<file path="config.mk">
export PLATFORM = sky130hd
export DESIGN_NAME = snoop_bus_controller_flat
export DESIGN_NICKNAME = d
export VERILOG_FILES = /design/src/rtl/snoop_bus_if.sv /design/src/rtl/snoop_bus_controller.sv /design/src/flat_wrapper.sv
export SDC_FILE = /design/constraint.sdc
export NUM_CORES = 1
export LEC_CHECK = 0
export BUFFER_PORTS_ARGS = -buffer_cell sky130_fd_sc_hd__buf_2
export CAP_MARGIN = 20
export CORE_ASPECT_RATIO = 0.75
export CORE_MARGIN = 2
export CORE_UTILIZATION = 50
export DETAILED_ROUTE_END_ITERATION = 10
export PLACE_DENSITY = 0.75
export SLEW_MARGIN = 20
export SYNTH_ARGS = -nofsm -noshare
export SYNTH_HDL_FRONTEND = slang
export SYNTH_SLANG_ARGS = --single-unit
</file>
<file path="constraint.sdc">
create_clock -name clock -period 5.55 [get_ports clock]
set_clock_uncertainty 0.2 [all_clocks]
set_input_delay 1.3875 -clock clock [delete_from_list [all_inputs] [get_ports clock]]
set_output_delay 1.3875 -clock clock [all_outputs]
set_load 0.01 [all_outputs]
</file>
<file path="src/rtl/snoop_bus_if.sv">
// snoop_bus_if: instruction handshake and shared-bus signals between the caches and the snoop controller
interface snoop_bus_if #(parameter int NCACHE = 3);
  logic                instr_valid;
  logic                instr_ready;
  logic [8:0]          instr_in;
  logic [8:0]          instruction;
  logic [1:0]          step;
  logic [8*NCACHE-1:0] bus_from_cache;
  logic [7:0]          bus_to_cache;
  logic                done;
  logic                bus_conflict;
  logic [7:0]          txn_count;
  modport master (
    output instr_valid, instr_in, bus_from_cache,
    input  instr_ready, instruction, step, bus_to_cache, done, bus_conflict, txn_count
  );
  modport slave (
    input  instr_valid, instr_in, bus_from_cache,
    output instr_ready, instruction, step, bus_to_cache, done, bus_conflict, txn_count
  );
endinterface

</file>
<file path="src/rtl/snoop_bus_controller.sv">
// snoop_bus_controller: sequences the four-phase snoop step, merges cache messages and owns backing memory
module snoop_bus_controller #(
  parameter int NCACHE = 3
) (
  input logic       clock,
  input logic       reset_n,
  snoop_bus_if.slave bus
);
  localparam logic [1:0] INV = 2'b00, RM = 2'b01, WB = 2'b10, RH = 2'b11;
  typedef enum logic [2:0] {IDLE, S0, S1, S2, S3} state_t;
  state_t          state_q, state_d;
  logic [8:0]      instr_q, instr_d;
  logic [7:0]      btc_q, btc_d, txn_q, txn_d;
  logic            conf_q, conf_d;
  logic [3:0][3:0] mem_q, mem_d;
  logic [7:0]      wb_msg, inv_msg, rm_msg, merged, msg, wb_cnt;
  logic            wb_hit, inv_hit, rm_hit;
  // Merge: scan from the highest index down so the lowest-indexed sender of each type is kept
  always_comb begin
    wb_msg = '0;
    inv_msg = '0;
    rm_msg = '0;
    wb_hit = 1'b0;
    inv_hit = 1'b0;
    rm_hit = 1'b0;
    wb_cnt = '0;
    msg = '0;
    for (int i = NCACHE - 1; i >= 0; i--) begin
      msg = bus.bus_from_cache[8*i +: 8];
      if (msg[7:6] == WB) begin
        wb_msg = msg;
        wb_hit = 1'b1;
        wb_cnt = wb_cnt + 8'd1;
      end
      if (msg[7:6] == INV) begin
        inv_msg = msg;
        inv_hit = 1'b1;
      end
      if (msg[7:6] == RM) begin
        rm_msg = msg;
        rm_hit = 1'b1;
      end
    end
    merged = wb_hit ? wb_msg : inv_hit ? inv_msg : rm_hit ? rm_msg : {RH, instr_q[5:4], 4'b0};
  end
  // Next state: phase sequencing, memory write-backs and the registered bus broadcast
  always_comb begin
    state_d = state_q;
    instr_d = instr_q;
    btc_d = btc_q;
    txn_d = txn_q;
    mem_d = mem_q;
    conf_d = conf_q | (state_q != IDLE && wb_cnt > 8'd1);
    case (state_q)
      IDLE: if (bus.instr_valid) begin
        instr_d = bus.instr_in;
        state_d = S0;
      end
      S0: begin
        if (merged[7:6] == WB) mem_d[merged[5:4]] = merged[3:0];
        btc_d = {RH, 6'b0};
        state_d = S1;
      end
      S1: begin
        btc_d = merged;
        state_d = S2;
      end
      S2: begin
        if (merged[7:6] == WB) begin
          mem_d[merged[5:4]] = merged[3:0];
          btc_d = merged;
        end else btc_d = {RH, instr_q[5:4], mem_q[instr_q[5:4]]};
        state_d = S3;
      end
      S3: begin
        btc_d = {RH, 6'b0};
        txn_d = txn_q + 8'd1;
        state_d = IDLE;
      end
      default: state_d = IDLE;
    endcase
  end
  // State registers; reset drops any in-flight instruction immediately
  always_ff @(posedge clock or negedge reset_n) begin
    if (!reset_n) begin
      state_q <= IDLE;
      instr_q <= '0;
      btc_q <= 8'hC0;
      txn_q <= '0;
      conf_q <= 1'b0;
      mem_q <= '0;
    end else begin
      state_q <= state_d;
      instr_q <= instr_d;
      btc_q <= btc_d;
      txn_q <= txn_d;
      conf_q <= conf_d;
      mem_q <= mem_d;
    end
  end
  assign bus.step = state_q == S0 ? 2'b00 : state_q == S1 ? 2'b01 : state_q == S2 ? 2'b10 : 2'b11;
  assign bus.instr_ready = state_q == IDLE;
  assign bus.done = state_q == S3;
  assign bus.instruction = instr_q;
  assign bus.bus_to_cache = btc_q;
  assign bus.bus_conflict = conf_q;
  assign bus.txn_count = txn_q;
endmodule

</file>
<file path="src/flat_wrapper.sv">
// flat-port wrapper written by rule: the top's interface ports become plain ports
module snoop_bus_controller_flat 
#(
  parameter int NCACHE = 3
)
  (clock, reset_n, bus_instr_valid, bus_instr_in, bus_bus_from_cache, bus_instr_ready, bus_instruction, bus_step, bus_bus_to_cache, bus_done, bus_bus_conflict, bus_txn_count);
  snoop_bus_if #(.NCACHE(NCACHE)) bus_i ();
  input logic clock;
  input logic reset_n;
  input wire logic [$bits(bus_i.instr_valid)-1:0] bus_instr_valid;
  input wire logic [$bits(bus_i.instr_in)-1:0] bus_instr_in;
  input wire logic [$bits(bus_i.bus_from_cache)-1:0] bus_bus_from_cache;
  output wire logic [$bits(bus_i.instr_ready)-1:0] bus_instr_ready;
  output wire logic [$bits(bus_i.instruction)-1:0] bus_instruction;
  output wire logic [$bits(bus_i.step)-1:0] bus_step;
  output wire logic [$bits(bus_i.bus_to_cache)-1:0] bus_bus_to_cache;
  output wire logic [$bits(bus_i.done)-1:0] bus_done;
  output wire logic [$bits(bus_i.bus_conflict)-1:0] bus_bus_conflict;
  output wire logic [$bits(bus_i.txn_count)-1:0] bus_txn_count;
  assign bus_i.instr_valid = bus_instr_valid;
  assign bus_i.instr_in = bus_instr_in;
  assign bus_i.bus_from_cache = bus_bus_from_cache;
  assign bus_instr_ready = bus_i.instr_ready;
  assign bus_instruction = bus_i.instruction;
  assign bus_step = bus_i.step;
  assign bus_bus_to_cache = bus_i.bus_to_cache;
  assign bus_done = bus_i.done;
  assign bus_bus_conflict = bus_i.bus_conflict;
  assign bus_txn_count = bus_i.txn_count;
  snoop_bus_controller #(.NCACHE(NCACHE)) u_core (.clock(clock), .reset_n(reset_n), .bus(bus_i));
endmodule
</file>
# [After elaboration in Yosys (flattened, before gate mapping)]
# Index checks and enable logic that the tools add are counted.
[word_totals] word_cells=77 reg_bits=45 input_bits=36 out_inout_bits=30
[classes] magnitude_cmp=4 n_addsub=3 reduce_logical=12 muxes=36 bitwise=1 eq_ne=12
[op_table] op="$mux 8" n=15
[op_table] op="$pmux 8 s3" n=1
[op_table] op="$add 8x1->8 const B" n=2
[op_table] op="$bwmux 16" n=1
[op_table] op="$pmux 3 s4" n=1
[op_table] op="$mux 1" n=11
[op_table] op="$bmux 4 s2" n=1
[op_table] op="$demux 4 s2" n=1
[op_table] op="$eq 2x2->1 const B" n=4
[op_table] op="$gt 8x1->1 const B" n=1
[op_table] op="$mux 4" n=2
[op_table] op="$eq 2x1->1 const B" n=3
[op_table] op="$eq 3x2->1 const B" n=2
[op_table] op="$logic_not 2->1" n=3
[op_table] op="$lt 2x3->1 const B" n=2
[op_table] op="$reduce_bool 3->1" n=2
[op_table] op="$mux 2" n=2
[op_table] op="$reduce_and 2->1" n=2
[op_table] op="$reduce_or 2->1" n=2
[op_table] op="$eq 3x1->1 const B" n=1
[op_table] op="$eq 3x3->1 const B" n=1
[op_table] op="$logic_not 3->1" n=1
[op_table] op="$mux 3" n=1
[op_table] op="$add 1x1->2 const B" n=1
[op_table] op="4 further kinds" n=5

# [Logic depth before layout (Yosys ltp)]
# Gate-level depths: netlist of the first run.
[logic_depth] depth_word=12 depth_mapped=9 depth_no_buf=8

# [Worst setup path before layout of the first run]
# OpenSTA, ideal clock, no wires.
[synth_path] path_kind="in2reg" start="in bus_bus_from_cache[23]" end="reg u_core.mem_q[4] in the netlist's numbering" stages=9 arrival_ns=3.358 required_time_ns=5.225 path_slack_ns=1.868 n_path_buf=1 setup_time_ns=0.125 cell_sequence="nor2b_1 buf_2 inv_1 ha_1 nand4b_1 a221o_1 o211a_1 nor4_4 mux2_2"
[synth_via] elab_chain_cells=12 word_cells_on_any_way=32 cone_classes="order compare: 2; eq/ne: 3; mux: 24; reduce/logical: 3"
[synth_rtl] element="start, declared" line="flat_wrapper.sv:12" text="input wire logic [$bits(bus_i.bus_from_cache)-1:0] bus_bus_from_cache;"
[synth_rtl] element="$eq 2x1->1" line="snoop_bus_controller.sv:39" text="if (msg[7:6] == RM) begin"
[synth_rtl] element="$mux 8 or $mux 1 (tied branches) (3 in a row)" line="snoop_bus_controller.sv:39"
[synth_rtl] element="$mux 8 (2 in a row)" line="snoop_bus_controller.sv:44" text="merged = wb_hit ? wb_msg : inv_hit ? inv_msg : rm_hit ? rm_msg : {RH, instr_q[5:4], 4'b0};"
[synth_rtl] element="$mux 8 *" line="snoop_bus_controller.sv:44"
[synth_rtl] element="$lt 2x3->1 (implied by the code) or $ge 2x1->1 (tied branches)" line="snoop_bus_controller.sv:60, snoop_bus_controller.sv:70"
[synth_rtl] element="$logic_and 1x1->1 (implied by the code)" line="snoop_bus_controller.sv:60, snoop_bus_controller.sv:70"
[synth_rtl] element="$mux 4 (implied by the code)" line="snoop_bus_controller.sv:60, snoop_bus_controller.sv:70"
[synth_rtl] element="$demux 4 s2"
[synth_rtl] element="$bwmux 16" line="snoop_bus_controller.sv:60, snoop_bus_controller.sv:70"
[synth_rtl] element="end signal, assigned" line="snoop_bus_controller.sv:98" text="mem_q <= mem_d;"
[synth_rtl] element="end, declared" line="snoop_bus_controller.sv:15" text="logic [3:0][3:0] mem_q, mem_d;"
# Mark *: on every way between the ends. The rest lies on a longest branch, timed or not.
# A chain may end at the register's enable or synchronous reset.

# [Final worst setup path of the first run]
[layout_path] start="in bus_bus_from_cache[14]" end="reg u_core.mem_q[4] in the netlist's numbering"
[layout_via] elab_chain_cells=11 word_cells_on_any_way=26 cone_classes="order compare: 2; eq/ne: 3; mux: 18; reduce/logical: 3"
[layout_rtl] element="$eq 2x1->1" line="snoop_bus_controller.sv:39"
[layout_rtl] element="$mux 8 or $mux 1 (tied branches) (2 in a row)" line="snoop_bus_controller.sv:39"
[layout_rtl] element="$mux 8 (2 in a row)" line="snoop_bus_controller.sv:44"
[layout_rtl] element="$mux 8 *" line="snoop_bus_controller.sv:44"
[layout_rtl] element="$lt 2x3->1 (implied by the code) or $ge 2x1->1 (tied branches)" line="snoop_bus_controller.sv:60, snoop_bus_controller.sv:70"
[layout_rtl] element="$logic_and 1x1->1 (implied by the code)" line="snoop_bus_controller.sv:60, snoop_bus_controller.sv:70"
[layout_rtl] element="$mux 4 (implied by the code)" line="snoop_bus_controller.sv:60, snoop_bus_controller.sv:70"
[layout_rtl] element="$demux 4 s2"
[layout_rtl] element="$bwmux 16" line="snoop_bus_controller.sv:60, snoop_bus_controller.sv:70"
# Marked as above.

==> impl_results.md, run 1 <==
- Leakage: 1.428 nW
- Largest net degree at the start of global routing: 46
- Crit. End Element: register
- Slew at the pin closest to its max-slew limit: 0.9705 ns
- Cell taking the most area after synthesis: dfrtp_1
- Synth Area in Compound Gates: 15.76%
- Vias in the first global route: 2061
- Post-synth EDFFs: 0
- Fin. max-slew vios: 0
- Worst-Skew Late Latency: 0.30 ns
- Slowest CP cell: nand2b_1
- Inserted Diodes: 0
- Post-synthesis mux area share: 14.18%
- Syn Nets: 306
- CTS Sinks: 45
- Final period utilization: 70.88%
- Setup_tns: 0 ns
- Proportion of layout cells with a drive suffix above 1: 35.69%
- RSZ-0062 raised after global routing: no
- Max VDD drop: 204.3 uV
- Port buffer count: 65
- Sequential fraction of the synthesis area: 41.80%
- Startpoint types: input pin
- Final setup violation count: 0
- Overall Global Routing Usage: 22.25%
- Postcts setup bufs: 0
- Grt ovf: 0
- Synth top area share: 39.85%
- Utilization after layout: 60.35%
- Final Wtd Congestion: 0.9283
- Post-route ant nets: 0
- H-Tree Depth: 2
- Clock Root Buffer: clkbuf_8
- Arr. time, crit path: 3.92 ns
- Fin. Hold Viols: 0
- Die Span Y: 67.64 um
- Clk slew on worst S/H paths: 0.09 ns
- CP Cell Sequence: buf_2, nand2b_1, ha_1, nand4b_1, a221o_1, o211a_1, nor4_4, mux2_2
- Largest delay share family, worst path: simple AND/OR/NAND/NOR gates
- Status: finished clean
- Pwr Total: 0.001442 W
- Most frequent cell after synthesis: dfrtp_1
- # hold bufs at CTS: 0
- Initial antenna violation count: 0
- Gate Count Post-Synth: 266
- Synth Area in XOR/XNOR: 2.919%
- Wirelength, routed: 6482 um
- CP Class: in2reg
- Mapped Area: 2700 um^2
- Syn Area/Cell: 10.15 um^2
- CTS tree: built
- DR iter-0 viols: 218
- Die X: 88.86 um
- Via Count: 2274
- Hold WS: 0.2671 ns
- Required time of the critical path: 5.54 ns
- Max clock buf depth: 2
- Placement Setup Slack: 1.322 ns
- Pwr Density: 453.7 nW/um^2
- Netlist cell types: 52
- Yosys reg bits: 45
- CP peak stage delay: 0.39 ns
- WL/cell: 16.21 um
- Residual DRC count: 0
- Synth Flop Type: dfrtp_1
- Post-DP HPWL: 4928 um
- Fmax: 254.2 MHz
- Area Growth Syn to Fin: 17.70%
- Min Tclk post-route: 3.934 ns
- Commonest cells post-synth: dfrtp_1 (43), nor2_1 (26), mux2_2 (25), a21oi_1 (16), nand2_1 (16)
- PostCTS Resize Cnt: 0
- Top cells by area, synth: dfrtp_1 (40%), mux2_2 (10%), nor2_1 (3.6%)
- First-pass DRT Iterations: 4
- Multi-input logic area: 1460 um^2
- Async set-reset flop share out of synthesis: 100.0%
- Row cnt: 23
- Total core area: 5266 um^2
- Hold Crit Class: reg2reg
- Fill count: 449
- Buf+Inv Stages, Crit Path: 1
- Largest family of logic cells by synthesized area: simple AND/OR/NAND/NOR gates
- Num ports: 66
- Reg area: 1129 um^2
- Final nets: 364
- Global-route wire length before repair: 10310 um
- Effective utilization at floorplan: 51.27%
- Vias per inst: 5.685
- Fin worst setup slack: 1.616 ns
- Cts bufs inserted: 5
- Post-Synth Adder-Cell Area: 1.854%
- Critical path peak fanout: 12
- Worst slew margin: 34.84%
- Warnings, synthesis: 0
- Max cap viols: 0
- Simple-gate share of the synthesized area: 19.37%
- Die area: 6010 um^2
## final cells by class
| type | instances | share of cell area [%] |
|---|---|---|
| Clock inverter | 2 | 1.102 |
| Tap cell | 75 | 2.953 |
| Inverter | 7 | 0.8661 |
| Timing Repair Buffer | 67 | 11.34 |
| Multi-Input combinational cell | 198 | 45.94 |
| Clock buffer | 6 | 2.283 |
| Sequential cell | 45 | 35.51 |
## registers in the layout, summed over array words and instances, names as in the netlist
name and cells:
u_core.mem_q 16, u_core.bus.instruction 9, u_core.bus.bus_to_cache 8, u_core.bus.txn_count 8, u_core.state_q 3, u_core.bus.bus_conflict 1
## worst reg2reg max path: cells and delay by family, from the launching register on
family / cells / cell delay (ns)
simple gates: 2 / 0.85
buf+inv: 1 / 0.23
flops: 1 / 0.46
mux: 1 / 0.39
## cells in the final DEF, fill, tap and decap left out, types with 3 or more instances in the layout
master    instances
nor3_1            5
xor2_1            4
dfrtp_1          43
nand2_1          16
clkbuf_8          5
nand3_1          11
buf_2            65
o21ai_0          10
nand4_1           3
nor2b_1           6
a311oi_1          3
a21oi_1          16
a22oi_1           3
o211a_1           3
ha_1              4
mux2_2           25
nor2_1           26
nand2b_1          4
inv_1             6
mux4_2            4
a31oi_1          10
nor3b_1           5
xnor2_1           5
## routing by layer
layer / routed length, um / GRT usage [%] / vias to the layer above
li1: - / - / 1093
met1: 3059 / 33.87 / 1076
met2: 2916 / 33.02 / 96
met3: 447 / 4.401 / 9
met4: 58 / 4.167 / 0
met5: 0 / 0 / -
## power by group
part           total [W]  internal [W]  switching, W
Combinational   0.000607      0.000302      0.000305
Clock           0.000243      0.000134      0.000109
Sequential      0.000592      0.000475      0.000118
## logic make-up (layout without fill, tap and decap cells)
| logic type | count (synthesis) | count (layout) |
|---|---|---|
| simple gates | 93 | 93 |
| compound gates | 62 | 62 |
| flops | 45 | 45 |
| mux | 30 | 30 |
| buf+inv | 23 | 82 |
| xor+xnor | 9 | 9 |
| fa+ha+maj | 4 | 4 |
## per-stage QoR
stage,cells,area [um^2]
after floorplan,266,2700
after global placement,391,3043
after detailed placement,391,3043
after CTS,399,3151
after global routing,400,3178
final,400,3178
## path summary, 6_finish.rpt
| kind | cells after the start | from | slack, ns | endpoint |
|---|---|---|---|---|
| hold reg to reg | 1 | u_core.bus.txn_count[7] | 0.27 | u_core.bus.txn_count[7] |
| max in group asynchronous | 2 | reset_n | 3.73 | u_core.bus.bus_to_cache[6] |
| hold / removal | 1 | u_core.bus.txn_count[7] | 0.27 | u_core.bus.txn_count[7] |
| setup reg to reg | 4 | u_core.state_q[0] | 3.32 | u_core.mem_q[12] |
| min in group asynchronous | 1 | reset_n | 0.85 | u_core.bus.txn_count[6] |
| setup / recovery | 8 | bus_bus_from_cache[14] | 1.62 | u_core.mem_q[4] |
(Power assumes the default switching activity.)
==> run 2: changes to the inputs <==
CORE_UTILIZATION = 48   (was 50)
PLACE_DENSITY = 0.76   (was 0.75)
clock period = 3.2 ns   (was 5.55 ns; I/O delays follow)
==> impl_results.md, run 2 (synthesis results as in run 1) <==
- Top layer used by detailed routing: met4
- Min Tclk post-route: 2.936 ns
- Highest-count cells in the layout ignoring fill and taps: buf_2 (65), dfrtp_1 (43), nor2_1 (26)
- M1 WL: 3281 um (+7.3%)
- Met2 wire len: 3154 um (+8.2%)
- Final setup violation count: 0 (unchanged)
- Required time of the critical path: 3.19 ns (-2.35 ns)
- Arr. time, crit path: 2.93 ns (-0.99 ns)
- Slowest CP cell: nor4b_4
- Met3 routed WL: 418 um (-6.5%)
- Wirelength, routed: 6904 um (+6.5%)
- Postcts setup bufs: 0 (unchanged)
- Fin. max-slew vios: 0 (unchanged)
- Reg2reg end: u_core.mem_q[13]
- Total core area: 5381 um^2 (+2.2%)
- Global-route wire length before repair: 11050 um (+7.2%)
- Non-Filler Instances: 423 (+5.8%)
- Buf+Inv Stages, Crit Path: 2 (+1)
- Final nets: 387 (+6.3%)
- Worst-Skew Late Latency: 0.31 ns (about the same)
- CP peak stage delay: 0.42 ns (+0.03 ns)
- Die area: 6247 um^2 (+3.9%)
- Startpoint types: input pin
- Final Wtd Congestion: 0.9597 (+3.4%)
- DR iter-0 viols: 200 (-8.3%)
- Num ports: 66 (unchanged)
- Placement Setup Slack: -0.05078 ns (-1.373 ns)
- RSZ-0062 raised after global routing: no
- Final period utilization: 91.74%
- Hold WS: 0.2439 ns (-0.02322 ns)
- PostCTS Resize Cnt: 0 (unchanged)
- Die Span Y: 68.95 um (+1.9%)
- Worst slew margin: 62.23% (+27 points)
- Residual DRC count: 0 (unchanged)
- Leakage: 1.544 nW (+8.1%)
- # hold bufs at CTS: 0 (unchanged)
- Fmax: 340.6 MHz
- Status: finished clean
- CP Class: in2reg
- CTS Sinks: 45 (unchanged)
- Pwr Density: 788.3 nW/um^2 (+74%)
- Inserted Diodes: 0 (unchanged)
- H-Tree Depth: 2 (unchanged)
- Reg2reg path depth: 4 (unchanged)
- Overall Global Routing Usage: 22.53% (+0.29 points)
- Max reg flops: 16 (unchanged)
- Post-route ant nets: 0 (unchanged)
- Cts bufs inserted: 5 (unchanged)
- Fin worst setup slack: 0.2643 ns (-1.352 ns)
- Area Growth Syn to Fin: 24.47%
- Largest Register: u_core.mem_q
- Initial antenna violation count: 0 (unchanged)
- Row cnt: 23 (unchanged)
- Vias in the first global route: 2227 (+8.1%)
- Max cap viols: 0 (unchanged)
- Die X: 90.61 um (+2.0%)
- Via Count: 2435 (+7.1%)
- Pwr Total: 0.002649 W (+84%)
- CP Cell Sequence: buf_2, nor2b_1, inv_1, ha_1, nand4b_1, a21oi_1, a211o_1, nor4b_4, mux2_2
- Vias per inst: 5.757 (+1.3%)
- Utilization after layout: 62.45% (+2.1 points)
- Reg2reg start: u_core.state_q[0]
- Post-DP HPWL: 5454 um (+11%)
- Slew at the pin closest to its max-slew limit: 0.5645 ns (-0.4060 ns)
- Grt ovf: 0 (unchanged)
- Total placed cells including tap cells: 415 (+6.1%)
- Critical path peak fanout: 6 (-6)
- Max VDD drop: 438.1 uV (+110%)
- Largest net degree at the start of global routing: 24 (-48%)
- First-pass DRT Iterations: 5 (+1)
- Port buffer count: 65 (unchanged)
- Commonest non-fill, non-tap cell in the layout: buf_2
- Clk slew on worst S/H paths: 0.09 ns (about the same)
- Largest delay share family, worst path: simple AND/OR/NAND/NOR gates
- Hold Crit Class: in2async
- Proportion of layout cells with a drive suffix above 1: 40.23% (+4.5 points)
- Clock Root Buffer: clkbuf_8
- Crit. End Element: register
- WL/cell: 16.32 um (+0.72%)
- Max clock buf depth: 2 (unchanged)
- CTS tree: built
- Fin. Hold Viols: 0 (unchanged)
- Effective utilization at floorplan: 50.17% (-1.1 points)
- Reg2reg setup slack: 0.89 ns (-2.43 ns)
[run 2: cell types whose count changed in the layout (fill, tap and decap cells not counted)]
cell | before | now
buf_16 | 1 | 0
clkbuf_1 | 1 | 0
inv_6 | 0 | 1
buf_4 | 1 | 25
bufinv_16 | 1 | 2
clkinv_2 | 2 | 1
[run 2: report_power, final]
group / switching [W] / leakage (nW) / total (W) / internal [W]
Clock: 0.000203 / 0.0687 / 0.000518 / 0.000314
Sequential: 0.000204 / 0.549 / 0.00103 / 0.000823
Combinational: 0.000546 / 0.926 / 0.00111 / 0.000559
[run 2: worst reg2reg max path: stages (launching register included)]
cell and delay, ns:
dfrtp_1 0.47, nor2b_1 0.42, inv_1 0.26, nor4b_4 0.46
mux2_2 0.38
[run 2: through the flow]
step           area [um^2]  setup TNS [ns]
3_5_place_dp          3223         -0.3640
3_3_place_gp          3223               0
4_1_cts               3361               0
5_1_grt               3361               0
6_report              3361               0
2_1_floorplan         2700               0
[run 2: worst max path at each step]
stage	start	end	slack, ns	cells past startpoint
2_1_floorplan	bus_bus_from_cache[23]	u_core.mem_q[4]	0.11	9
3_3_place_gp	bus_bus_from_cache[22]	u_core.mem_q[15]	0.009	9
4_1_cts	bus_bus_from_cache[23]	u_core.mem_q[7]	0.27	9
3_5_place_dp	bus_bus_from_cache[23]	u_core.mem_q[6]	-0.05	9
5_1_grt	bus_bus_from_cache[23]	u_core.mem_q[7]	0.14	9
6_report	bus_bus_from_cache[23]	u_core.mem_q[13]	0.26	9
[run 2: cell type report]
type,count,area (um^2)
Fill cell,460,2021
Multi-Input combinational cell,198,1460
Sequential cell,45,1129
Timing Repair Buffer,90,513.0
Tap cell,75,93.84
Clock buffer,5,68.82
Clock inverter,3,68.82
Inverter,7,27.53
[run 2: layer usage]
layer  up-vias  global-route usage [%]
li1       1137                       -
met1      1211                   32.71
met2        79                   35.07
met3         8                   4.674
met4         0                   5.000
met5         -                       0
==> run 3: changes to the inputs <==
CORE_UTILIZATION = 50   (was 48)
PLACE_DENSITY = 0.75   (was 0.76)
clock period = 3.1 ns   (was 3.2 ns; I/O delays follow)
==> impl_results.md, run 3 (synthesis results as in run 1) <==
- Fin. max-slew vios: 0 (unchanged)
- Post-DP HPWL: 5334 um (-2.2%)
- Fmax: 338.3 MHz
- Min-Delay Endpoint: u_core.bus.txn_count[7]
- Critical path peak fanout: 7 (+1)
- Pwr Density: 793.6 nW/um^2 (+0.67%)
- Vias in the first global route: 2147 (-3.6%)
- Residual DRC count: 0 (unchanged)
- Crit. Startpoint: bus_bus_from_cache[23]
- Cell Area, Placed: 3283 um^2 (+1.9%)
- Total core area: 5266 um^2 (-2.1%)
- Area Growth Syn to Fin: 26.65%
- Status: finished clean
- Clk slew on worst S/H paths: 0.09 ns (about the same)
- Leakage: 1.583 nW (+2.5%)
- PostCTS Resize Cnt: 0 (unchanged)
- Arr. time, crit path: 2.93 ns (about the same)
- Die X: 88.86 um (-1.9%)
- WL/cell: 15.66 um (-4.0%)
- Row cnt: 23 (unchanged)
- Reg2reg end: u_core.mem_q[15]
- Clock Root Buffer: clkbuf_8
- Max VDD drop: 400.9 uV (-8.5%)
- Largest net degree at the start of global routing: 35 (+46%)
- Num ports: 66 (unchanged)
- Max reg flops: 16 (unchanged)
- Fin. Hold Viols: 0 (unchanged)
- Highest-count cells in the layout ignoring fill and taps: buf_2 (65), dfrtp_1 (43), buf_4 (33)
- Required time of the critical path: 3.08 ns (-0.11 ns)
- Hold path cells: 1
- Final Wtd Congestion: 0.9058 (-5.6%)
- RSZ-0062 raised after global routing: no
- Max cap viols: 0 (unchanged)
- Postcts setup bufs: 0 (unchanged)
- Reg2reg start: u_core.state_q[0]
- Inserted Diodes: 0 (unchanged)
- Min Tclk post-route: 2.956 ns
- Max clock buf depth: 2 (unchanged)
- Reg2reg path depth: 4 (unchanged)
- Final nets: 395 (+2.1%)
- Reg2reg setup slack: 0.87 ns (-0.02 ns)
- Final period utilization: 95.35%
- First-pass DRT Iterations: 5 (unchanged)
- Proportion of layout cells with a drive suffix above 1: 41.85% (+1.6 points)
- H-Tree Depth: 2 (unchanged)
- Hold wc startpoint: u_core.bus.txn_count[7]
- Buf+Inv Stages, Crit Path: 2 (unchanged)
- Global-route wire length before repair: 10680 um (-3.4%)
- Hold Crit Class: reg2reg
- Worst-Skew Late Latency: 0.30 ns (about the same)
- CTS tree: built
- Commonest non-fill, non-tap cell in the layout: buf_2
- Overall Global Routing Usage: 23.37% (+0.84 points)
- Slew at the pin closest to its max-slew limit: 0.7255 ns (+0.1610 ns)
- Largest Register: u_core.mem_q
- Crit. End Element: register
- Worst slew margin: 51.64% (-11 points)
- CTS Sinks: 45 (unchanged)
- Vias per inst: 5.643 (-2.0%)
- Slowest CP cell: mux2_2
- Startpoint types: input pin
- Via Count: 2432 (-0.12%)
- CP Cell Sequence: buf_2, nor2b_2, inv_1, ha_1, nand4b_1, a221o_1, o211a_1, nor4_4, mux2_2
- Cts bufs inserted: 5 (unchanged)
- Grt ovf: 0 (unchanged)
- Die area: 6010 um^2 (-3.8%)
- Non-Filler Instances: 431 (+1.9%)
- Wirelength, routed: 6751 um (-2.2%)
- Fin area: 3420 um^2 (+1.7%)
- Effective utilization at floorplan: 51.27% (+1.1 points)
- Setup_tns: 0 ns (unchanged)
- Final setup violation count: 0 (unchanged)
- CP Class: in2reg
- CP peak stage delay: 0.38 ns (-0.04 ns)
- Post-route ant nets: 0 (unchanged)
- Port buffer count: 65 (unchanged)
- Die Span Y: 67.64 um (-1.9%)
- Total placed cells including tap cells: 423 (+1.9%)
- Largest delay share family, worst path: simple AND/OR/NAND/NOR gates
- # hold bufs at CTS: 0 (unchanged)
- DR iter-0 viols: 219 (+9.5%)
- Initial antenna violation count: 0 (unchanged)
## run 3: cell count changes in the layout (fill, tap and decap cells not counted), sizes merged
cell and change:
inv -1, clkinv +1, buf +8
## run 3: where the power goes
group	switching [W]	internal, W
combinational	0.000561	0.000586
clock	0.000194	0.000320
sequential	0.000204	0.000849
total	0.000958	0.00176
## run 3: area by class of cell
cell class                 count  area, um^2
fill                         428        1847
clock buffer                   5       68.82
inverter                       7       27.53
timing repair buffer          98       573.1
clock inverter                 3       65.06
multi-input combinational    198        1463
tap                           75       93.84
sequential                    45        1129
## run 3: layer usage
metal  wire [um]  GRT usage (%)  vias up
met1        3424          37.74     1165
met5           0              0        -
met3         396          4.156       14
met4          89          6.629        0
li1            -              -     1157
met2        2840          31.34       96
## run 3: worst max-delay path by stage
stage          cells after the start              end
6_report                           9  u_core.mem_q[5]
5_1_grt                            9  u_core.mem_q[5]
4_1_cts                           10  u_core.mem_q[5]
3_5_place_dp                      10  u_core.mem_q[5]
3_3_place_gp                       9  u_core.mem_q[7]
2_1_floorplan                      9  u_core.mem_q[4]
## run 3: stage by stage
| step | utilization (%) | total power [W] | hold WS [ns] | setup slack (ns) |
|---|---|---|---|---|
| final | 64.93 | 0.002714 | 0.2652 | 0.1443 |
| after CTS | 64.88 | 0.002729 | 0.2733 | 0.1533 |
| after detailed placement | 62.34 | 0.002206 | 0.2570 | -0.1663 |
| after global placement | 62.34 | 0.002170 | 0.2570 | -0.05530 |
| after floorplan | - | 0.001792 | 0.2526 | 0.03021 |
| after global routing | 64.93 | 0.002906 | 0.2819 | 0.02510 |
